`src/rtl/seg_disp_ctrl.sv`:
```
// Binary-to-BCD display controller: double-dabble conversion, overflow
// handling and leading-zero blanking for an 8-digit seven-segment driver.
module seg_disp_ctrl #(
  parameter bit P_OVF_SAT  = 1'b1,
  parameter bit P_BLANK_EN = 1'b1
) (
  input  logic        clk,
  input  logic        rstn,
  input  logic [31:0] i_bin,
  input  logic        i_bin_valid,
  output logic        o_bin_ready,
  input  logic [2:0]  i_dp_pos,
  input  logic        i_hold,
  output logic [31:0] o_data,
  output logic [2:0]  o_sw_state,
  output logic        o_ovf,
  output logic        o_busy,
  output logic        o_upd
);

  typedef enum logic [1:0] {
    IDLE,
    SHIFT,
    BLANK,
    UPDATE
  } state_e;

  state_e      state_q, state_d;
  logic [31:0] bin_q, bin_d;
  logic [39:0] bcd_q, bcd_d;
  logic [4:0]  cnt_q, cnt_d;
  logic [2:0]  dp_q, dp_d;
  logic [31:0] disp_q, disp_d;
  logic        ovfr_q, ovfr_d;
  logic [31:0] data_q, data_d;
  logic [2:0]  sw_q, sw_d;
  logic        ovf_q, ovf_d;
  logic        upd_q, upd_d;

  logic        accept;
  logic [39:0] bcd_adj;
  logic [31:0] disp_calc;
  logic        ovf_calc;
  logic        run_zero;

  assign o_bin_ready = (state_q == IDLE) && !i_hold;
  assign accept      = i_bin_valid && o_bin_ready;
  assign o_busy      = (state_q != IDLE);
  assign o_data      = data_q;
  assign o_sw_state  = sw_q;
  assign o_ovf       = ovf_q;
  assign o_upd       = upd_q;

  always_comb begin
    bcd_adj = bcd_q;
    for (int i = 0; i < 10; i++) begin
      if (bcd_q[i*4 +: 4] >= 4'd5) begin
        bcd_adj[i*4 +: 4] = bcd_q[i*4 +: 4] + 4'd3;
      end
    end
  end

  // run_zero tracks "this digit and all above are zero", seeded by overflow
  always_comb begin
    ovf_calc  = |bcd_q[39:32];
    disp_calc = bcd_q[31:0];
    run_zero  = !ovf_calc;
    for (int k = 7; k >= 0; k--) begin
      run_zero = run_zero && (bcd_q[k*4 +: 4] == 4'd0);
      if (P_BLANK_EN && run_zero && (k != 0)
          && (k > int'(dp_q))) begin
        disp_calc[k*4 +: 4] = 4'hA;
      end
    end
    if (ovf_calc && P_OVF_SAT) begin
      disp_calc = 32'h9999_9999;
    end
  end

  always_comb begin
    state_d = state_q;
    bin_d   = bin_q;
    bcd_d   = bcd_q;
    cnt_d   = cnt_q;
    dp_d    = dp_q;
    disp_d  = disp_q;
    ovfr_d  = ovfr_q;
    data_d  = data_q;
    sw_d    = sw_q;
    ovf_d   = ovf_q;
    upd_d   = 1'b0;
    unique case (state_q)
      IDLE: begin
        if (accept) begin
          bin_d   = i_bin;
          dp_d    = i_dp_pos;
          bcd_d   = '0;
          cnt_d   = '0;
          state_d = SHIFT;
        end
      end
      SHIFT: begin
        {bcd_d, bin_d} = {bcd_adj, bin_q} << 1;
        cnt_d = cnt_q + 5'd1;
        if (cnt_q == 5'd31) begin
          state_d = BLANK;
        end
      end
      BLANK: begin
        disp_d  = disp_calc;
        ovfr_d  = ovf_calc;
        state_d = UPDATE;
      end
      UPDATE: begin
        data_d  = disp_q;
        sw_d    = dp_q;
        ovf_d   = ovfr_q;
        upd_d   = 1'b1;
        state_d = IDLE;
      end
      default: state_d = IDLE;
    endcase
  end

  always_ff @(posedge clk or negedge rstn) begin
    if (!rstn) begin
      state_q <= IDLE;
      bin_q   <= '0;
      bcd_q   <= '0;
      cnt_q   <= '0;
      dp_q    <= '0;
      disp_q  <= '0;
      ovfr_q  <= 1'b0;
      data_q  <= 32'hAAAA_AAAA;
      sw_q    <= '0;
      ovf_q   <= 1'b0;
      upd_q   <= 1'b0;
    end else begin
      state_q <= state_d;
      bin_q   <= bin_d;
      bcd_q   <= bcd_d;
      cnt_q   <= cnt_d;
      dp_q    <= dp_d;
      disp_q  <= disp_d;
      ovfr_q  <= ovfr_d;
      data_q  <= data_d;
      sw_q    <= sw_d;
      ovf_q   <= ovf_d;
      upd_q   <= upd_d;
    end
  end

endmodule

```
`config.mk`:
```
export PLATFORM = sky130hd
export DESIGN_NAME = seg_disp_ctrl
export DESIGN_NICKNAME = d
export VERILOG_FILES = /design/src/rtl/seg_disp_ctrl.sv
export SDC_FILE = /design/constraint.sdc
export NUM_CORES = 1
export LEC_CHECK = 0
export BUFFER_PORTS_ARGS = -buffer_cell sky130_fd_sc_hd__buf_2
export CAP_MARGIN = 20
export CORE_ASPECT_RATIO = 1.5
export CORE_UTILIZATION = 53
export DETAILED_ROUTE_END_ITERATION = 16
export PLACE_DENSITY = 0.78
export SETUP_SLACK_MARGIN = 0.1
export SYNTH_ARGS = -nofsm -noshare
export SYNTH_HDL_FRONTEND = slang
export SYNTH_SLANG_ARGS = --single-unit
```
`constraint.sdc`:
```
create_clock -name clk -period 2.01 [get_ports clk]
set_input_delay 0.201 -clock clk [delete_from_list [all_inputs] [get_ports clk]]
set_output_delay 0.201 -clock clk [all_outputs]
set_load 0.03 [all_outputs]
```
Word level (Yosys, flattened, before mapping)
Cells that the tools add are included.
{ "word_totals": {"input_bits": 39, "reg_bits": 152, "output_inout_bits": 39, "wordCells": 105} }
{ "classes": {"muxes": 28, "eq_ne": 6, "n_reduce_logical": 32, "addsub": 11, "magnitude_cmp": 17} }
{ "ops": {"columns": ["operator", "count"], "rows": [
  ["$pmux W40 S2", 1],
  ["$mux W32", 2],
  ["$mux W4", 16],
  ["$pmux W32 S2", 1],
  ["$ge A4 B3 Y1 const B", 10],
  ["$mux W40", 1],
  ["$add A4 B2 Y4 const B", 9],
  ["$logic_not A4 Y1", 7],
  ["$logic_and A1 B1 Y1", 16],
  ["$gt A3 B3 Y1 const A", 4],
  ["$pmux W5 S2", 1],
  ["$pmux W2 S4", 1],
  ["$reduce_or A8 Y1", 1],
  ["$gt A2 B3 Y1 const A", 2],
  ["$reduce_and A2 Y1", 3],
  ["$add A5 B1 Y5 const B", 1],
  ["$eq A5 B5 Y1 const B", 1],
  ["$mux W5", 1],
  ["$eq A2 B2 Y1 const B", 2],
  ["$mux W2", 2],
  ["$ne A2 B2 Y1 const B", 2],
  ["$reduce_bool A2 Y1", 2],
  ["$add A3 B2 Y3 const B", 1],
  ["$gt A1 B3 Y1 const A", 1],
  ["5 further kinds", 6]
]} }

Longest topological paths before layout
{ "depth": {"depth_word": 12, "depth_mapped": 9, "ltp_nobuf": 6} }

Worst setup path after synthesis
Ideal clock, no wire load.
{ "synth_path": {"path_kind": "flip-flop to flip-flop", "startpoint": "reg bcd_q[32]", "endpoint": "reg disp_q[12]", "stages_incl_launch_ff": 8, "synth_period_minus_slack_ns": 1.903, "path_slack_ns": 0.107, "arrival_ns": 1.777, "path_buffers": 1, "required_ns": 1.884, "setup_ns": 0.126, "path_cell_list": "dfrtp_1 -> inv_1 -> ha_1 -> nor4b_4 -> and4_1 -> buf_6 -> nand4_4 -> a311o_1"} }
{ "synth_via": {"elab_chain_cells": 10} }
{ "synth_rtl": {"columns": ["element", "line", "text"], "rows": [
  ["start: declaration", "30", "logic [39:0] bcd_q, bcd_d;"],
  ["start signal: assignment", "129", "bcd_q <= '0;"],
  ["start signal: assignment", "141", "bcd_q <= bcd_d;"],
  ["$reduce_or A8 Y1 (*)", "65", "ovf_calc = |bcd_q[39:32];"],
  ["$logic_not A1 Y1", "67", "run_zero = !ovf_calc;"],
  ["$logic_and A1 B1 Y1 (5 in a row)", "69", "run_zero = run_zero && (bcd_q[k*4 +: 4] == 4'd0);"],
  ["$logic_and A1 B1 Y1", "71", "&& (k > int'(dp_q))) begin"],
  ["$mux W4", "70", "if (P_BLANK_EN && run_zero && (k != 0)"],
  ["$mux W32 (*)", "75", "if (ovf_calc && P_OVF_SAT) begin"],
  ["end signal: assignment", "144", "disp_q <= disp_d;"],
  ["end: declaration", "33", "logic [31:0] disp_q, disp_d;"]
]} }
Every way passes the cells marked *; elsewhere a longest branch is shown, timed or not.
A chain may end at the register's enable or synchronous reset.

Final worst setup path
{ "layout_path": {"startpoint": "reg state_q[0]", "endpoint": "out o_bin_ready"} }
{ "layout_via": {"elab_chain_cells": 2} }
{ "layout_rtl": {"columns": ["element", "line", "text"], "rows": [
  ["start: declaration", "28", "state_e state_q, state_d;"],
  ["start signal: assignment", "139", "state_q <= state_d;"],
  ["$logic_not A2 Y1", "46", "assign o_bin_ready = (state_q == IDLE) && !i_hold;"],
  ["$logic_and A1 B1 Y1", "46", null],
  ["end: declaration", "11", "output logic o_bin_ready,"]
]} }
Every way passes these cells.

==> impl_metrics.tcl <==
set metrics [dict create \
    totalNegativeSetupSlack_ns 0 \
    asyncSetResetFlopFracSynth_pct 100 \
    hp-start "i_dp_pos[1]" \
    grt-ovfl-total 0 \
    worst_ep_required_time_ns 1.81 \
    cts_max_level 4 \
    tritoncts_clock_tree "yes" \
    portBuffers 77 \
    detail-route-antenna-nets 0 \
    cp-start-kind "flip-flop" \
    detailedRoute.firstIterationViolations 253 \
    power.density_cell_area_nw_per_um2 1840 \
    die_height_um 146 \
    status "finished with violations" \
    syn_area_per_cell_um2 11.2 \
    routed-via-count 5359 \
    die-width_um 97.8 \
    track_usage_pct 22.9 \
    synth_fp_nets 724 \
    finClkSkew_ns 0.00726 \
    crit_slowest_cell "dfrtp_1" \
    detailedRoute.firstPassIterationCount 10 \
    design.core.area_um2 13500 \
    timing.critical_path.fanout_max 5 \
    cts-root-to-sink-buffers 2 \
    grt_antenna_before_repair 0 \
    final_layout_size_suffix_gt1_share_pct 31.0 \
    report.final.setup_viol 0 \
    route.detailed.drc 7 \
    synth-warning-count 0 \
    num-nets-final 834 \
    syn-instance-count 650 \
    unrepaired_setup_endpoints_after_global_routing "yes" \
    cts_root_buf "clkbuf_16" \
    worst_setup_hold_path_clk_slew_ns 0.07 \
    hold_viol_final 0 \
    postRouteWirelength_mm 15.6 \
    critical_path.cell_chain "inv_2 > ha_2 > inv_1 > buf_4 > nor2_4 > buf_6" \
    num_antenna_cells 0 \
    post_synthesis_sequential_area_ratio_pct 52.4 \
    worst_ep_arrival_time_ns 1.65 \
    worst_hold_path_type "in -> reg" \
    syn-cell-area_um2 7300 \
    dp_hpwl_mm 10.6 \
    via_per_inst 5.73 \
    grt_start_max_net_pins 65 \
    synth-main-ff-cell "dfrtp_1" \
    most_frequent_standard_cell_in_the_layout_excluding_fill_and_tap_cells "dfrtp_1" \
    fmax_mhz 541 \
    cap_violations 0 \
    final-max-slew-violation-count 0 \
    hold_slack_final_ns 0.0107 \
    layout_common_cells "136 x dfrtp_1, 75 x buf_2, 50 x o21ai_0" \
    worst_skew_pair.late_latency_ns 0.43 \
    worst_path_max_stage_delay_ns 0.43 \
    p_leak_nw 4.03 \
    vdd.ir_drop.worst_uv 1090 \
    rr_startpoint "bcd_q[37]$_DFFE_PN0P_" \
    post-route-min-period_ns 1.85 \
    num_io_pins 78 \
    areaGrowthSynthToFinish_pct 21.7 \
    failing_checks "design-rule violations" \
    die_area_um2 14300 \
    place.gp.congestion 0.803 \
    cts_inserted_buffers 17 \
    routedWlPerCell_um 16.6 \
    critPathCaptureType "output port" \
    initial_core_util_pct 54.2 \
    grt_first_pass_wirelength_mm 26.0 \
    placement_rows 52 \
    via_count_of_the_first_global_routing_pass 5517 \
    synth_enable_flop_cells 0 \
    synthesis_stage_register_bit_count 152 \
    synth.lib_cells_used.distinct 51 \
    final_period_util_pct 92.0 \
    critical_path_class "reg -> out" \
    critPathLaunch "state_q[0]$_DFFE_PN0P_" \
    clock-sinks 152 \
    timing_worst_slew_pin_value_ns 0.516 \
    worst_slew_margin_rel_pct 65.5 \
]
## logic make-up (layout without fill, tap and decap cells)
group / Yosys count / after routing / synth area share (%)
AO/OA/AOI/OAI: 167 / 167 / 14.7
flip-flops: 152 / 152 / 52.4
AND/OR/NAND/NOR: 132 / 132 / 9.74
multiplexers: 83 / 83 / 12.1
buffers and inverters: 71 / 194 / 3.84
adder cells (fa/ha/maj): 35 / 35 / 6.00
XOR/XNOR: 10 / 10 / 1.20
## timing repair
| action | 4_1_cts | 5_1_grt |
|---|---|---|
| hold buffers | 2 | 0 |
| setup buffers | 0 | 6 |
| endpoints found under the hold margin | 28 | 0 |
| cloned | 0 | 1 |
| setup endpoints to repair | 9 | 66 |
| gates resized for setup | 6 | 19 |
| pin swaps | 1 | 7 |
## sequential cells by signal (all words and copies together), names as in the netlist
register / count
o_sw_state: 3
o_data: 32
state_q: 2
bin_q: 32
o_ovf: 1
disp_q: 32
o_upd: 1
ovfr_q: 1
cnt_q: 5
bcd_q: 40
dp_q: 3
## metal layers
metal  routed length [µm]  track usage [%]  share of wire, %
met1                 6420             27.0                41
met3                  603             4.66               3.9
met2                 8120             39.9                52
met4                  413             10.4               2.7
met5                    0                0                 0
## final cells by class
type / instances / area, µm²
Timing Repair Buffer: 125 / 876
Tap cell: 162 / 203
Sequential cell: 152 / 3820
Fill cell: 997 / 4580
Multi-Input combinational cell: 427 / 3270
Clock inverter: 15 / 154
Clock buffer: 17 / 425
Inverter: 37 / 139
## power by group
| part | internal [W] | total [W] | leakage (nW) | switching, W |
|---|---|---|---|---|
| Sequential | 0.00441 | 0.00534 | 1.88 | 0.000931 |
| Clock | 0.00166 | 0.00312 | 0.281 | 0.00145 |
| Combinational | 0.00351 | 0.00792 | 1.87 | 0.00441 |
| Total | 0.00959 | 0.0164 | 4.03 | 0.00679 |
## metrics by stage
stage	cell area [µm²]	setup slack, ns	power, W	utilization [%]	std cells
4_1_cts	8750	0.0826	0.0161	65.0	928
3_3_place_gp	8140	0.0815	0.0125	60.4	894
3_5_place_dp	8140	0.0672	0.0129	60.4	894
2_1_floorplan	7300	0.107	0.0105	-	650
5_1_grt	8890	0.0729	0.0175	66.0	935
6_report	8890	0.160	0.0164	66.0	935
## synthesized netlist by cell type (13+ instances only)
cell	count	share of area, %
nand2b_1	13	1.1
o22ai_1	19	1.6
clkbuf_1	21	1.1
ha_1	35	6.0
dfrtp_1	136	47
a22o_1	20	2.4
o21ai_0	50	3.4
nor2_1	28	1.4
mux2_2	43	6.6
dfstp_2	16	5.8
inv_1	37	1.9
mux2i_1	40	5.5
a21oi_1	29	2.0
nand2_1	49	2.5
## critical path, delay by kind of cell (launching register included)
family / cells / cell delay [ns]
buffers and inverters: 4 / 0.47
flip-flops: 1 / 0.43
adder cells (fa/ha/maj): 1 / 0.20
AND/OR/NAND/NOR: 1 / 0.13
## final timing paths
path / to / slack, ns / cells past startpoint
hold reg to reg: bin_q[16]$_DFFE_PN0P_ / 0.48 / 2
hold / removal: dp_q[1]$_DFFE_PN0P_ / 0.01 / 2
min in group asynchronous: disp_q[24]$_DFFE_PN0P_ / 0.26 / 2
setup reg to reg: disp_q[8]$_DFFE_PN0P_ / 0.18 / 7
setup / recovery: o_bin_ready / 0.16 / 6
max in group asynchronous: bin_q[15]$_DFFE_PN0P_ / 1.08 / 3
No activity file was read; power rests on OpenSTA's default activity.
